==> config.mk <==
export PLATFORM = sky130hd
export DESIGN_NAME = change_dispenser_flat
export DESIGN_NICKNAME = d
export VERILOG_FILES = /design/src/rtl/vending_pkg.sv /design/src/rtl/change_dispenser_if.sv /design/src/rtl/dispense_timer.sv /design/src/rtl/change_dispenser.sv /design/src/flat_wrapper.sv
export SDC_FILE = /design/constraint.sdc
export NUM_CORES = 1
export LEC_CHECK = 0
export BUFFER_PORTS_ARGS = -buffer_cell sky130_fd_sc_hd__buf_2
export CAP_MARGIN = 0
export CORE_MARGIN = 3
export CORE_UTILIZATION = 50
export CTS_BUF_LIST = sky130_fd_sc_hd__clkbuf_2 sky130_fd_sc_hd__clkbuf_4 sky130_fd_sc_hd__clkbuf_8
export DETAILED_ROUTE_END_ITERATION = 8
export GPL_TIMING_DRIVEN = 0
export PLACE_DENSITY = 0.71
export SYNTH_ARGS = -nofsm -noshare
export SYNTH_HDL_FRONTEND = slang
export SYNTH_HIERARCHICAL = 1
export SYNTH_SLANG_ARGS = --single-unit
==> constraint.sdc <==
create_clock -name clk -period 8.18 [get_ports clk]
set_input_delay 1.636 -clock clk [delete_from_list [all_inputs] [get_ports clk]]
set_output_delay 1.636 -clock clk [all_outputs]
set_load 0.1 [all_outputs]
==> src/rtl/vending_pkg.sv <==
// ---------------------------------------------------------------------------
// vending_pkg
// Shared types and constants for the vending machine change path.
//   denom_e  : coin denominations handled by the dispenser (Q, D, N)
//   state_e  : change_dispenser control states
//   *_CENTS  : coin values in cents
//   *_W      : widths of the coin count inputs and the remaining-coin
//              and shortfall counters
//   Q_TO_* / D_TO_N : how many smaller coins replace one larger coin
// ---------------------------------------------------------------------------
package vending_pkg;

  typedef enum logic [1:0] {
    DEN_Q = 2'd0,
    DEN_D = 2'd1,
    DEN_N = 2'd2
  } denom_e;

  typedef enum logic [2:0] {
    ST_IDLE,
    ST_SELECT,
    ST_EJECT,
    ST_GAP,
    ST_DONE
  } state_e;

  localparam int QUART_CENTS = 25;
  localparam int DIME_CENTS  = 10;
  localparam int NICK_CENTS  = 5;

  localparam int COUNT_W = 9;
  localparam int Q_REM_W = 9;
  localparam int D_REM_W = 11;
  localparam int N_REM_W = 12;
  localparam int SHORT_W = 15;

  // A quarter is paid back as two dimes plus whatever nickels make up the
  // rest; a dime is paid back purely in nickels.
  localparam int Q_TO_D = 2;
  localparam int Q_TO_N = (QUART_CENTS - Q_TO_D * DIME_CENTS) / NICK_CENTS;
  localparam int D_TO_N = DIME_CENTS / NICK_CENTS;

endpackage

==> src/rtl/change_dispenser_if.sv <==
// ---------------------------------------------------------------------------
// change_dispenser_if
// Bundles the request, hopper and sensor signals of the change dispenser.
//   start              : one-cycle request strobe
//   quart/dim/nick     : coin counts to pay out
//   q/d/n_empty        : hopper-empty flags
//   coin_sensed        : coin exit sensor
//   eject_q/d/n        : hopper eject strobes
//   busy/done          : progress and completion pulse
//   shortfall          : cents that could not be paid
// master drives requests and sensor inputs; slave is the dispenser itself.
// ---------------------------------------------------------------------------
interface change_dispenser_if;
  import vending_pkg::*;

  logic               start;
  logic [COUNT_W-1:0] quart;
  logic [COUNT_W-1:0] dim;
  logic [COUNT_W-1:0] nick;
  logic               q_empty;
  logic               d_empty;
  logic               n_empty;
  logic               coin_sensed;
  logic               eject_q;
  logic               eject_d;
  logic               eject_n;
  logic               busy;
  logic               done;
  logic [SHORT_W-1:0] shortfall;

  modport master (
    output start, quart, dim, nick, q_empty, d_empty, n_empty, coin_sensed,
    input  eject_q, eject_d, eject_n, busy, done, shortfall
  );

  modport slave (
    input  start, quart, dim, nick, q_empty, d_empty, n_empty, coin_sensed,
    output eject_q, eject_d, eject_n, busy, done, shortfall
  );

endinterface

==> src/rtl/dispense_timer.sv <==
// ---------------------------------------------------------------------------
// dispense_timer
// Loadable up-counter with an equality compare, shared by the dispenser for
// the eject acknowledge timeout, the eject strobe width and the gap length.
//   clk, rst     : clock, synchronous active-low reset
//   load_i       : load load_val_i this cycle (wins over en_i)
//   en_i         : count up by one
//   load_val_i   : value loaded on load_i
//   cmp_val_i    : compare value
//   count_o      : current count
//   match_o      : count_o equals cmp_val_i
// ---------------------------------------------------------------------------
module dispense_timer #(
  parameter int WIDTH = 5
) (
  input  logic             clk,
  input  logic             rst,
  input  logic             load_i,
  input  logic             en_i,
  input  logic [WIDTH-1:0] load_val_i,
  input  logic [WIDTH-1:0] cmp_val_i,
  output logic [WIDTH-1:0] count_o,
  output logic             match_o
);

  logic [WIDTH-1:0] count_q;
  logic [WIDTH-1:0] count_d;

  // Loading restarts the interval; otherwise the count advances only while
  // the owner says the interval is running. Wrap-around is never reached
  // because every interval ends on a compare match.
  always_comb begin
    count_d = count_q;
    if (load_i) begin
      count_d = load_val_i;
    end else if (en_i) begin
      count_d = count_q + 1'b1;
    end
  end

  // Count register, cleared by reset.
  always_ff @(posedge clk) begin
    if (!rst) begin
      count_q <= '0;
    end else begin
      count_q <= count_d;
    end
  end

  assign count_o = count_q;
  assign match_o = (count_q == cmp_val_i);

endmodule

==> src/rtl/change_dispenser.sv <==
// ---------------------------------------------------------------------------
// change_dispenser
// Pays out change one coin at a time, quarters first, then dimes, then
// nickels. Each coin must be confirmed by the exit sensor. An empty or
// jammed hopper is replaced by smaller coins, and whatever the nickel hopper
// cannot cover is reported in cents as the shortfall.
//   clk, rst : clock, synchronous active-low reset
//   bus      : change_dispenser_if slave port (see the interface file)
// Parameters:
//   PULSE_CYCLES : cycles each eject strobe stays high
//   ACK_TIMEOUT  : cycles allowed for the sensor after an eject starts
//   GAP_CYCLES   : idle cycles between ejects
// ---------------------------------------------------------------------------
module change_dispenser
  import vending_pkg::*;
#(
  parameter int PULSE_CYCLES = 4,
  parameter int ACK_TIMEOUT  = 16,
  parameter int GAP_CYCLES   = 2
) (
  input  logic               clk,
  input  logic               rst,
  change_dispenser_if.slave  bus
);

  localparam int TW = $clog2(ACK_TIMEOUT + 1);
  localparam logic [TW-1:0] PULSE_VAL   = TW'(PULSE_CYCLES);
  localparam logic [TW-1:0] TIMEOUT_VAL = TW'(ACK_TIMEOUT);
  localparam logic [TW-1:0] GAP_VAL     = TW'(GAP_CYCLES);
  localparam logic [TW-1:0] FIRST_VAL   = TW'(1);

  state_e             state_q, state_d;
  denom_e             den_q, den_d;
  logic [Q_REM_W-1:0] qRem_q, qRem_d;
  logic [D_REM_W-1:0] dRem_q, dRem_d;
  logic [N_REM_W-1:0] nRem_q, nRem_d;
  logic [SHORT_W-1:0] short_q, short_d;
  logic [2:0]         jam_q, jam_d;

  logic ejectQ_q, ejectQ_d;
  logic ejectD_q, ejectD_d;
  logic ejectN_q, ejectN_d;
  logic busy_q, busy_d;
  logic done_q, done_d;
  logic strobeOn;

  logic          timerLoad;
  logic          timerEn;
  logic [TW-1:0] timerCmp;
  logic [TW-1:0] timerCount;
  logic          timerMatch;

  logic qAvail;
  logic dAvail;
  logic nAvail;
  logic ackValid;

  // A hopper may be used only if it reports coins and has not jammed during
  // the current payout.
  assign qAvail = !bus.q_empty && !jam_q[DEN_Q];
  assign dAvail = !bus.d_empty && !jam_q[DEN_D];
  assign nAvail = !bus.n_empty && !jam_q[DEN_N];

  // The sensor is only believed from the second eject cycle on, so a coin
  // still passing from the previous eject cannot confirm the new one.
  assign ackValid = bus.coin_sensed && (timerCount != FIRST_VAL);

  // The one timer restarts at 1 whenever an eject or gap begins and runs
  // while either is in progress; its compare target follows the state.
  assign timerLoad = (state_d != state_q) &&
                     ((state_d == ST_EJECT) || (state_d == ST_GAP));
  assign timerEn   = (state_q == ST_EJECT) || (state_q == ST_GAP);
  assign timerCmp  = (state_q == ST_GAP) ? GAP_VAL : TIMEOUT_VAL;

  dispense_timer #(
    .WIDTH (TW)
  ) uTimer (
    .clk        (clk),
    .rst        (rst),
    .load_i     (timerLoad),
    .en_i       (timerEn),
    .load_val_i (FIRST_VAL),
    .cmp_val_i  (timerCmp),
    .count_o    (timerCount),
    .match_o    (timerMatch)
  );

  // State register.
  always_ff @(posedge clk) begin
    if (!rst) begin
      state_q <= ST_IDLE;
    end else begin
      state_q <= state_d;
    end
  end

  // Next-state and counter bookkeeping. SELECT picks the largest coin still
  // owed; if its hopper cannot be used, the whole remaining count of that
  // coin is converted into smaller coins (or into shortfall for nickels) and
  // SELECT is re-entered on the next cycle to try again.
  always_comb begin
    state_d = state_q;
    den_d   = den_q;
    qRem_d  = qRem_q;
    dRem_d  = dRem_q;
    nRem_d  = nRem_q;
    short_d = short_q;
    jam_d   = jam_q;
    case (state_q)
      ST_IDLE: begin
        if (bus.start) begin
          qRem_d  = Q_REM_W'(bus.quart);
          dRem_d  = D_REM_W'(bus.dim);
          nRem_d  = N_REM_W'(bus.nick);
          short_d = '0;
          jam_d   = '0;
          state_d = ST_SELECT;
        end
      end
      ST_SELECT: begin
        if (qRem_q != '0) begin
          if (qAvail) begin
            den_d   = DEN_Q;
            state_d = ST_EJECT;
          end else begin
            dRem_d = dRem_q + D_REM_W'(qRem_q) * D_REM_W'(Q_TO_D);
            nRem_d = nRem_q + N_REM_W'(qRem_q) * N_REM_W'(Q_TO_N);
            qRem_d = '0;
          end
        end else if (dRem_q != '0) begin
          if (dAvail) begin
            den_d   = DEN_D;
            state_d = ST_EJECT;
          end else begin
            nRem_d = nRem_q + N_REM_W'(dRem_q) * N_REM_W'(D_TO_N);
            dRem_d = '0;
          end
        end else if (nRem_q != '0) begin
          if (nAvail) begin
            den_d   = DEN_N;
            state_d = ST_EJECT;
          end else begin
            short_d = short_q + SHORT_W'(nRem_q) * SHORT_W'(NICK_CENTS);
            nRem_d  = '0;
          end
        end else begin
          state_d = ST_DONE;
        end
      end
      ST_EJECT: begin
        if (ackValid) begin
          case (den_q)
            DEN_Q:   qRem_d = qRem_q - 1'b1;
            DEN_D:   dRem_d = dRem_q - 1'b1;
            DEN_N:   nRem_d = nRem_q - 1'b1;
            default: ;
          endcase
          state_d = ST_GAP;
        end else if (timerMatch) begin
          jam_d[den_q] = 1'b1;
          state_d      = ST_SELECT;
        end
      end
      ST_GAP: begin
        if (timerMatch) begin
          state_d = ST_SELECT;
        end
      end
      ST_DONE: begin
        state_d = ST_IDLE;
      end
      default: begin
        state_d = ST_IDLE;
      end
    endcase
  end

  // Output decode. Every output is registered, so the values are derived
  // from the state being entered. The strobe is raised on entry to EJECT
  // and kept while the running count is still short of the pulse width.
  always_comb begin
    busy_d   = (state_d == ST_SELECT) || (state_d == ST_EJECT) ||
               (state_d == ST_GAP);
    done_d   = (state_d == ST_DONE);
    strobeOn = 1'b0;
    if (state_d == ST_EJECT) begin
      strobeOn = (state_q != ST_EJECT) || (timerCount < PULSE_VAL);
    end
    ejectQ_d = strobeOn && (den_d == DEN_Q);
    ejectD_d = strobeOn && (den_d == DEN_D);
    ejectN_d = strobeOn && (den_d == DEN_N);
  end

  // Counters, jam flags and output registers. Reset clears everything,
  // including a strobe that is in the middle of an eject.
  always_ff @(posedge clk) begin
    if (!rst) begin
      den_q    <= DEN_Q;
      qRem_q   <= '0;
      dRem_q   <= '0;
      nRem_q   <= '0;
      short_q  <= '0;
      jam_q    <= '0;
      ejectQ_q <= 1'b0;
      ejectD_q <= 1'b0;
      ejectN_q <= 1'b0;
      busy_q   <= 1'b0;
      done_q   <= 1'b0;
    end else begin
      den_q    <= den_d;
      qRem_q   <= qRem_d;
      dRem_q   <= dRem_d;
      nRem_q   <= nRem_d;
      short_q  <= short_d;
      jam_q    <= jam_d;
      ejectQ_q <= ejectQ_d;
      ejectD_q <= ejectD_d;
      ejectN_q <= ejectN_d;
      busy_q   <= busy_d;
      done_q   <= done_d;
    end
  end

  assign bus.eject_q   = ejectQ_q;
  assign bus.eject_d   = ejectD_q;
  assign bus.eject_n   = ejectN_q;
  assign bus.busy      = busy_q;
  assign bus.done      = done_q;
  assign bus.shortfall = short_q;

endmodule
==> src/flat_wrapper.sv <==
// flat-port wrapper written by rule: the top's interface ports become plain ports
module change_dispenser_flat import vending_pkg::*;
#(
  parameter int PULSE_CYCLES = 4,
  parameter int ACK_TIMEOUT  = 16,
  parameter int GAP_CYCLES   = 2
)
  (clk, rst, bus_start, bus_quart, bus_dim, bus_nick, bus_q_empty, bus_d_empty, bus_n_empty, bus_coin_sensed, bus_eject_q, bus_eject_d, bus_eject_n, bus_busy, bus_done, bus_shortfall);
  change_dispenser_if bus_i ();
  input  logic clk;
  input  logic rst;
  input wire logic [$bits(bus_i.start)-1:0] bus_start;
  input wire logic [$bits(bus_i.quart)-1:0] bus_quart;
  input wire logic [$bits(bus_i.dim)-1:0] bus_dim;
  input wire logic [$bits(bus_i.nick)-1:0] bus_nick;
  input wire logic [$bits(bus_i.q_empty)-1:0] bus_q_empty;
  input wire logic [$bits(bus_i.d_empty)-1:0] bus_d_empty;
  input wire logic [$bits(bus_i.n_empty)-1:0] bus_n_empty;
  input wire logic [$bits(bus_i.coin_sensed)-1:0] bus_coin_sensed;
  output wire logic [$bits(bus_i.eject_q)-1:0] bus_eject_q;
  output wire logic [$bits(bus_i.eject_d)-1:0] bus_eject_d;
  output wire logic [$bits(bus_i.eject_n)-1:0] bus_eject_n;
  output wire logic [$bits(bus_i.busy)-1:0] bus_busy;
  output wire logic [$bits(bus_i.done)-1:0] bus_done;
  output wire logic [$bits(bus_i.shortfall)-1:0] bus_shortfall;
  assign bus_i.start = bus_start;
  assign bus_i.quart = bus_quart;
  assign bus_i.dim = bus_dim;
  assign bus_i.nick = bus_nick;
  assign bus_i.q_empty = bus_q_empty;
  assign bus_i.d_empty = bus_d_empty;
  assign bus_i.n_empty = bus_n_empty;
  assign bus_i.coin_sensed = bus_coin_sensed;
  assign bus_eject_q = bus_i.eject_q;
  assign bus_eject_d = bus_i.eject_d;
  assign bus_eject_n = bus_i.eject_n;
  assign bus_busy = bus_i.busy;
  assign bus_done = bus_i.done;
  assign bus_shortfall = bus_i.shortfall;
  change_dispenser #(.PULSE_CYCLES(PULSE_CYCLES), .ACK_TIMEOUT(ACK_TIMEOUT), .GAP_CYCLES(GAP_CYCLES)) u_core (.clk(clk), .rst(rst), .bus(bus_i));
endmodule
Yosys cells after proc, flatten, opt, wreduce, memory -nomap -nowiden
Index checks and enable logic that the tools add are counted.
W data, S select, Z words.

operators by class
  equality and inequality tests = 34
  multiplexer cells = 57
  add/sub/neg operators = 8
  reductions and logical operators = 36
  multiply operators = 1
  order comparisons = 3
  bitwise logic cells = 2

operators by type and width
  kind                     number
  $mux W12                 9
  $mux W11                 7
  $mux W15                 5
  $mux W9                  5
  $mux W3                  12
  $pmux W12 S3             1
  $pmux W11 S3             1
  $pmux W15 S2             1
  $pmux W9 S3              1
  $ne A2 B2 Y1 const B     9
  $add A15 B15 Y15         1
  $mul A12 B3 Y15 const B  1
  $mux W2                  7
  $add A12 B12 Y12         1
  $add A12 B9 Y12          1
  $eq A3 B2 Y1 const B     4
  $pmux W3 S4              1
  $reduce_and A6 Y1        2
  $reduce_bool A12 Y1      1
  $sub A12 B1 Y12 const B  1
  $add A11 B10 Y11         1
  $reduce_bool A11 Y1      1
  $sub A11 B1 Y11 const B  1
  $logic_and A1 B1 Y1      9
  other kinds (35)         58

storage, ports and cells
  input port bits = 34
  output and inout port bits = 20
  flip-flop bits (word level) = 65
  logic and storage cells = 155

Logic depth before layout (Yosys ltp)
Gate-level depths: netlist of run 1.

  depth after elaboration = 11
  depth in mapped cells = 15
  mapped depth without buffers = 14

Cells and area by module
Netlist of run 1, hierarchy kept.

by module, submodules not included
  module            instances  cells an instance  seq. area each (sq um)  area an instance (sq um)
  change_dispenser  1          724                1201.2                  5555.3
  dispense_timer    1          34                 100.1                   291.5

Worst setup path after synthesis of run 1
No wires, ideal clock.

  path type = input to register
  from = input port bus_coin_sensed
  to = register u_core.dRem_q[7]
  path buffers = 1
  data arrival time = 3.513 ns
  path slack = 4.597 ns
  setup time = 0.070 ns
  cell stages on the path = 8
  required time = 8.110 ns
  cell sequence = o21ai_0 > or2_2 > a211oi_1 > o211ai_1 > nor2_1 > clkbuf_1 > o221ai_1 > a21oi_1

on the way
  longest elaborated chain between the ends = 3

RTL lines
  item                         RTL line                 text
  from (decl)                  flat_wrapper.sv:19       input wire logic [$bits(bus_i.coin_sensed)-1:0] bus_coin_sensed;
  $logic_and A1 B1 Y1          change_dispenser.sv:66   assign ackValid = bus.coin_sensed && (timerCount != FIRST_VAL);
  $ne A2 B1 Y1 (no line)       n/a
  $reduce_and A7 Y1 (no line)  n/a
  to (signal assigned)         change_dispenser.sv:212  dRem_q <= dRem_d;
  to (decl)                    change_dispenser.sv:35   logic [D_REM_W-1:0] dRem_q, dRem_d;

Every way passes these cells.
A chain may end at the register's enable or synchronous reset.

Final worst setup path of run 1
Same ends and word-level chain as after synthesis.

==> impl_metrics.json, run 1 <==
{
  "clock_sinks": 65,
  "status": "finished, final reports clean",
  "synth-main-ff-cell": "dfxtp_1",
  "synth_edf_count": 0,
  "routedWlPerCell_microns": 18.4,
  "required_ns": 8.46,
  "use_met2_pct": 44.5,
  "drive_gt1_share_pct": 10.9,
  "holdPathEnd": "u_core/bus.shortfall[9]$_SDFFE_PN0P_",
  "grt_use_total_pct": 27.7,
  "grt_pass1_wl_microns": 28700,
  "fillers": 1107,
  "clk_pin_slew_worst_paths_ns": 0.07,
  "setup_viol": 0,
  "numCtsBuffers": 9,
  "hold_violations": 0,
  "synth_cell_type_count": 64,
  "drtPass1Iterations": 5,
  "path_buf_inv": 2,
  "postRouteAntennaNets": 0,
  "root_buffer": "clkbuf_8",
  "drc": 0,
  "grt-ovfl-total": 0,
  "grt_max_degree": 11,
  "synth_top_area_share_pct": 22.3,
  "via_count": 5992,
  "path_cells": "buf_2, o21ai_0, or2_2, a211oi_1, o211ai_1, nor2_1, clkbuf_1, o221ai_1, a21oi_1",
  "mostFrequentLayoutCells": "75 x a21oi_1, 68 x nor2_1, 66 x inv_1",
  "busiest_layer": "met2",
  "p_per_area_nw_per_um2": 406,
  "r2r_cells": 10,
  "final_common_cell": "a21oi_1",
  "crit_fanout": 10,
  "worst-r2r-setup-slack_ns": 4.57,
  "htree_levels": 3,
  "postCtsSetupRepairBufs": 0,
  "fin_nets": 937,
  "numPlacedInstances": 957,
  "postCtsResizedCells": 0,
  "critical_path.max_stage_delay_ns": 0.54,
  "dp_hpwl_microns": 13600,
  "insertedDiodeCount": 0,
  "dr.first_iter.drc_count": 564,
  "wl_microns": 17900,
  "fmax_ghz": 0.242,
  "worstMarginPinSlew_ns": 0.845,
  "hold_ws_ns": 0.466,
  "use_met3_pct": 5.07,
  "path_class": "in2reg",
  "start_kind": "input port",
  "finalMaxSlewViolations": 0,
  "avgSynthCellArea_sq_um": 7.71,
  "grt_setup_unrepaired": "no",
  "layout.cells.non_filler": 972,
  "holdBufCountCts": 0,
  "slew_headroom_pct": 43.4,
  "synth-seq-cells": 65,
  "fp.dieW_microns": 114,
  "netlist_area_sq_um": 5850,
  "r2r-start": "u_core/state_q[2]$_SDFF_PN0_",
  "yosysSeqAreaShare_pct": 22.3,
  "dpl_cell_area_sq_um": 6310,
  "synth.area.top_cells": "dfxtp_1 22%, ha_1 13%, a21oi_1 6.4%",
  "crit_family": "compound AO/OA/AOI/OAI gates",
  "worstPathArrival_ns": 4.41,
  "io_buffers": 53,
  "r2r-end": "u_core/dRem_q[7]$_SDFFE_PN0P_",
  "hp-start": "u_core/bus.shortfall[9]$_SDFFE_PN0P_",
  "synthCells": 758,
  "holdPathStages": 2,
  "die-area_sq_um": 13000,
  "cts_tree": "yes",
  "period_share_pct": 50.6,
  "fin_util_pct": 58.2,
  "clk_latency_ns": 0.36,
  "pin_count": 54,
  "ir_worst_vdd_uv": 222,
  "skew_ns": 0.0132,
  "min_period_ns": 4.14,
  "antenna_found_initial": 0,
  "grt_pass1_vias": 5746,
  "holdCritPathClass": "reg2reg",
  "synth_top_cell_by_area": "dfxtp_1",
  "cts.path.max_buffers": 2,
  "fin_area_sq_um": 6480,
  "cp-end-kind": "register",
  "slowest_stage": "nor2_1",
  "setup.worst_path.start": "bus_coin_sensed",
  "core_sq_um": 11100,
  "vias_per_cell": 6.16,
  "grt_use_met1_pct": 37.9,
  "p_leak_nw": 2.94,
  "final.setup.tns_ns": 0,
  "place.gp.congestion": 0.969,
  "synth_async_sr_flop_share_pct": 0,
  "cap_violations": 0,
  "ys_warn_count": 6,
  "num_rows": 38,
  "area_delta_synth_final_pct": 10.8,
  "start_util_pct": 52.6,
  "dieHeight_microns": 114
}
-- cell usage after synthesis, types with 2 or more instances --
cell type / count
o211ai_1: 5
xor2_1: 26
a222oi_1: 7
dfxtp_1: 65
and2_1: 11
o211a_1: 2
a31o_2: 5
mux2i_1: 4
nor3b_1: 4
o22ai_1: 3
nor3_1: 23
nand3b_1: 2
fa_1: 14
or2_2: 7
and3_1: 3
o221ai_1: 4
o21bai_1: 9
nor4_1: 11
nand2b_1: 8
nand2_1: 47
clkbuf_1: 28
nand3_1: 27
a211oi_1: 15
xnor2_1: 30
a31oi_1: 12
ha_1: 61
or4_4: 2
a21o_1: 11
inv_1: 66
a221oi_1: 6
nor2b_1: 4
a22oi_1: 4
buf_2: 2
or4_1: 3
nor2_1: 68
o31ai_1: 2
o21ai_0: 42
or3_1: 6
a21oi_1: 75
nand4_1: 7
o21a_1: 2
conb_1: 2
a32oi_1: 2
-- routing by layer --
| layer | routed length [microns] | up-vias |
|---|---|---|
| met2 | 8370 | 287 |
| met4 | 307 | 0 |
| met5 | 0 | - |
| met3 | 1520 | 27 |
| li1 | - | 2856 |
| met1 | 7710 | 2822 |
-- flip-flops by register name, summed over array words and instances (netlist names) --
signal	count
u_core/bus.eject_n	1
u_core/bus.shortfall	15
u_core/state_q	3
u_core/den_q	2
u_core/bus.eject_d	1
u_core/qRem_q	9
u_core/bus.busy	1
u_core/uTimer/count_o	5
u_core/bus.done	1
u_core/jam_q	3
u_core/nRem_q	12
u_core/dRem_q	11
u_core/bus.eject_q	1
-- worst register-to-register path, stage by stage, from the launching register on --
cell and delay, ns:
dfxtp_1 0.31, clkbuf_1 0.32, or2_2 0.18, clkbuf_1 0.55, nor2_1 0.25, a21oi_1 0.24, o211ai_1 0.29, nor2_1 0.54
clkbuf_1 0.43, o221ai_1 0.23, a21oi_1 0.18
-- per-stage QoR --
step	worst slack, ns	power [mW]
2_1_floorplan	4.60	1.90
3_3_place_gp	3.79	2.28
3_5_place_dp	3.79	2.33
4_1_cts	4.16	2.60
5_1_grt	3.82	2.85
6_report	4.04	2.63
-- where the power goes --
part | internal (mW) | switching, mW | total (mW) | leakage (nW)
registers | 0.408 | 0.170 | 0.577 | 0.532
clock network | 0.122 | 0.131 | 0.254 | 0.0891
logic | 0.664 | 1.14 | 1.80 | 2.32
-- cells by family (layout without fill, tap and decap cells) --
kind of cell / after synthesis / after routing / share of synthesized area [%]
AND/OR/NAND/NOR: 240 / 240 / 20.5
AO/OA/AOI/OAI: 218 / 218 / 23.9
buffers and inverters: 98 / 166 / 6.33
adder cells (fa/ha/maj): 75 / 75 / 17.8
flip-flops: 65 / 65 / 22.3
XOR/XNOR: 56 / 56 / 8.39
multiplexers: 4 / 4 / 0.685
other: 2 / 8 / 0.128
-- layout make-up --
type                    instances  area, sq um  share of cell area [%]
multi-input cells             601         4200                    64.8
flip-flops and latches         65         1300                    20.1
repair buffers                 53          265                    4.09
inverters                      67          251                    3.88
well taps                     140          175                    2.70
clock buffers                  12          153                    2.36
plain buffers                  31          119                    1.83
clock inverters                 3         17.5                   0.270
-- how the worst max path moves through the flow --
| stage | end | slack (ns) | cells after the start |
|---|---|---|---|
| 2_1_floorplan | u_core/dRem_q[7]$_SDFFE_PN0P_ | 4.60 | 8 |
| 3_3_place_gp | u_core/dRem_q[7]$_SDFFE_PN0P_ | 3.79 | 9 |
| 3_5_place_dp | u_core/dRem_q[7]$_SDFFE_PN0P_ | 3.79 | 9 |
| 4_1_cts | u_core/dRem_q[7]$_SDFFE_PN0P_ | 4.16 | 9 |
| 5_1_grt | u_core/dRem_q[7]$_SDFFE_PN0P_ | 3.82 | 9 |
| 6_report | u_core/dRem_q[7]$_SDFFE_PN0P_ | 4.04 | 9 |
Note: power is estimated with default switching activity, not from simulation.
==> run 2, diff against run 1 <==
--- a/config.mk
+++ b/config.mk
@@ -12,7 +12,7 @@
 export CTS_BUF_LIST = sky130_fd_sc_hd__clkbuf_2 sky130_fd_sc_hd__clkbuf_4 sky130_fd_sc_hd__clkbuf_8
 export DETAILED_ROUTE_END_ITERATION = 8
 export GPL_TIMING_DRIVEN = 0
-export PLACE_DENSITY = 0.71
+export PLACE_DENSITY = 0.74
 export SYNTH_ARGS = -nofsm -noshare
 export SYNTH_HDL_FRONTEND = slang
 export SYNTH_HIERARCHICAL = 1
==> constraint.sdc (replaced) <==
create_clock -name clk -period 3.4 [get_ports clk]
set_input_delay 0.68 -clock clk [delete_from_list [all_inputs] [get_ports clk]]
set_output_delay 0.68 -clock clk [all_outputs]
set_load 0.1 [all_outputs]
==> impl_metrics.json, run 2 (same netlist as run 1, synthesis figures left out) <==
{
  "ir_worst_vdd_uv": 601,
  "drive_gt1_share_pct": 12.0,
  "fillers": 1049,
  "final_common_cell": "a21oi_1",
  "grt_max_degree": 11,
  "layout.cells.non_filler": 971,
  "insertedDiodeCount": 0,
  "fp.dieW_microns": 114,
  "grt_use_total_pct": 27.6,
  "clock_sinks": 65,
  "start_util_pct": 52.6,
  "setup_viol": 0,
  "finalMaxSlewViolations": 0,
  "p_sw_mw": 3.45,
  "hold_ws_ns": 0.466,
  "status": "finished, final reports clean",
  "vias_per_cell": 6.10,
  "holdCritPathClass": "reg2reg",
  "path_buf_inv": 0,
  "clkPwrFrac_pct": 12.2,
  "required_ns": 3.70,
  "dp_hpwl_microns": 13300,
  "grt_setup_unrepaired": "no",
  "worstMarginPinSlew_ns": 0.979,
  "worstPathArrival_ns": 3.53,
  "slew_headroom_pct": 34.5,
  "num_rows": 38,
  "area_delta_synth_final_pct": 12.3,
  "fmax_ghz": 0.309,
  "largest_reg_flops": 15,
  "pin_count": 54,
  "setup.worst_path.start": "u_core/nRem_q[1]$_SDFFE_PN0P_",
  "holdBufCountCts": 0,
  "hp-start": "u_core/bus.shortfall[7]$_SDFFE_PN0P_",
  "mostFrequentLayoutCells": "75 x a21oi_1, 67 x nor2_1, 66 x inv_1",
  "p_leak_nw": 2.98,
  "seqPwrFrac_pct": 21.3,
  "via_count": 5921,
  "numCtsBuffers": 9,
  "place.gp.congestion": 0.928,
  "crit_fanout": 7,
  "numPlacedInstances": 957,
  "io_buffers": 53,
  "combPwrFrac_pct": 66.5,
  "cp-end-kind": "register",
  "period_share_pct": 95.0,
  "min_period_ns": 3.23,
  "crit_family": "compound AO/OA/AOI/OAI gates",
  "dpl_cell_area_sq_um": 6310,
  "cts_tree": "yes",
  "p_per_area_nw_per_um2": 994,
  "slowest_stage": "dfxtp_1",
  "fin_nets": 936,
  "critical_path.max_stage_delay_ns": 0.50,
  "drc": 0,
  "clk_pin_slew_worst_paths_ns": 0.08,
  "grt_pass1_vias": 5654,
  "htree_levels": 3,
  "grt_pass1_wl_microns": 28300,
  "hold_violations": 0,
  "skew_ns": 0.0137,
  "drtPass1Iterations": 5,
  "core_sq_um": 11100,
  "cts.path.max_buffers": 2,
  "root_buffer": "clkbuf_8",
  "dr.first_iter.drc_count": 558,
  "switching_share_pct": 53.0,
  "path_class": "reg2reg",
  "fin_area_sq_um": 6560,
  "clk_latency_ns": 0.37,
  "dieHeight_microns": 114,
  "cap_violations": 0,
  "die-area_sq_um": 13000,
  "postRouteAntennaNets": 0,
  "path_cells": "ha_1, fa_1, ha_1, a211oi_1, o21ai_0, nand3_1, nand3_1, a31o_2, a21oi_1, xor2_1, nand4_1, o211ai_2",
  "wl_microns": 17600,
  "start_kind": "register",
  "r2r-start": "u_core/nRem_q[1]$_SDFFE_PN0P_",
  "internal_power_mw": 3.07,
  "grt-ovfl-total": 0,
  "antenna_found_initial": 0,
  "routedWlPerCell_microns": 18.1
}
==> run 2: changes by cell type in the layout (fill, tap and decap cells not counted), sizes merged <==
cell | previous run | this run
clkinvlp | 1 | 0
bufinv | 0 | 2
clkinv | 3 | 1
==> run 2: stage by stage <==
| step | utilization (%) | power (mW) | worst slack, ns | TNS, ns |
|---|---|---|---|---|
| after floorplan | - | 4.56 | 0.0307 | 0 |
| after global placement | 56.7 | 5.50 | -0.0518 | -0.0816 |
| after detailed placement | 56.7 | 5.61 | -0.132 | -0.297 |
| after CTS | 58.8 | 6.43 | 0.00803 | 0 |
| after global routing | 59.0 | 7.05 | 0.00218 | 0 |
| final | 59.0 | 6.52 | 0.169 | 0 |
==> run 2: layout make-up <==
class	instances	area, sq um	share of cell area [%]
buffer	30	118	1.79
multi-input combinational	601	4220	64.2
inverter	67	251	3.83
timing repair buffer	53	265	4.04
clock inverter	2	60.1	0.915
tap	140	175	2.67
sequential	65	1310	19.9
clock buffer	13	173	2.63
==> run 2: final timing paths <==
check	endpoint	slack [ns]	cells after the start
max	u_core/bus.shortfall[14]$_SDFFE_PN0P_	0.17	12
min	u_core/bus.shortfall[7]$_SDFFE_PN0P_	0.47	2
max reg2reg	u_core/bus.shortfall[14]$_SDFFE_PN0P_	0.17	12
min reg2reg	u_core/bus.shortfall[7]$_SDFFE_PN0P_	0.47	2
==> run 2: what timing repair did <==
item                                    in CTS  in global routing
endpoints found under the setup margin       1                 27
setup buffers                                0                  0
gates cloned                                 0                  0
resized for setup                            1                 10
==> run 2: power by group through the flow <==
stage          registers (mW)  clock network (mW)  logic [mW]
6_report                 1.39               0.794        4.34
3_5_place_dp             1.39                   0        4.22
2_1_floorplan            1.45                   0        3.11
3_3_place_gp             1.38                   0        4.12
4_1_cts                  1.37               0.809        4.25
5_1_grt                  1.42               0.839        4.80
==> run 2: worst reg2reg max path, delay by kind of cell (launching register included) <==
family,cells,cell delay [ns]
adders and majority gates,3,1.01
xor gates and xnor gates,1,0.23
AOI/OAI and AO/OA,5,1.06
and+or+nand+nor,3,0.38
DFF,1,0.50
==> run 2: per-layer routing <==
metal / track usage [%] / up-vias / wire [microns]
met3: 6.18 / 40 / 1410
met2: 42.3 / 260 / 7890
met4: 10.5 / 0 / 417
met5: 0 / - / 0
met1: 37.9 / 2768 / 7860
li1: - / 2853 / -
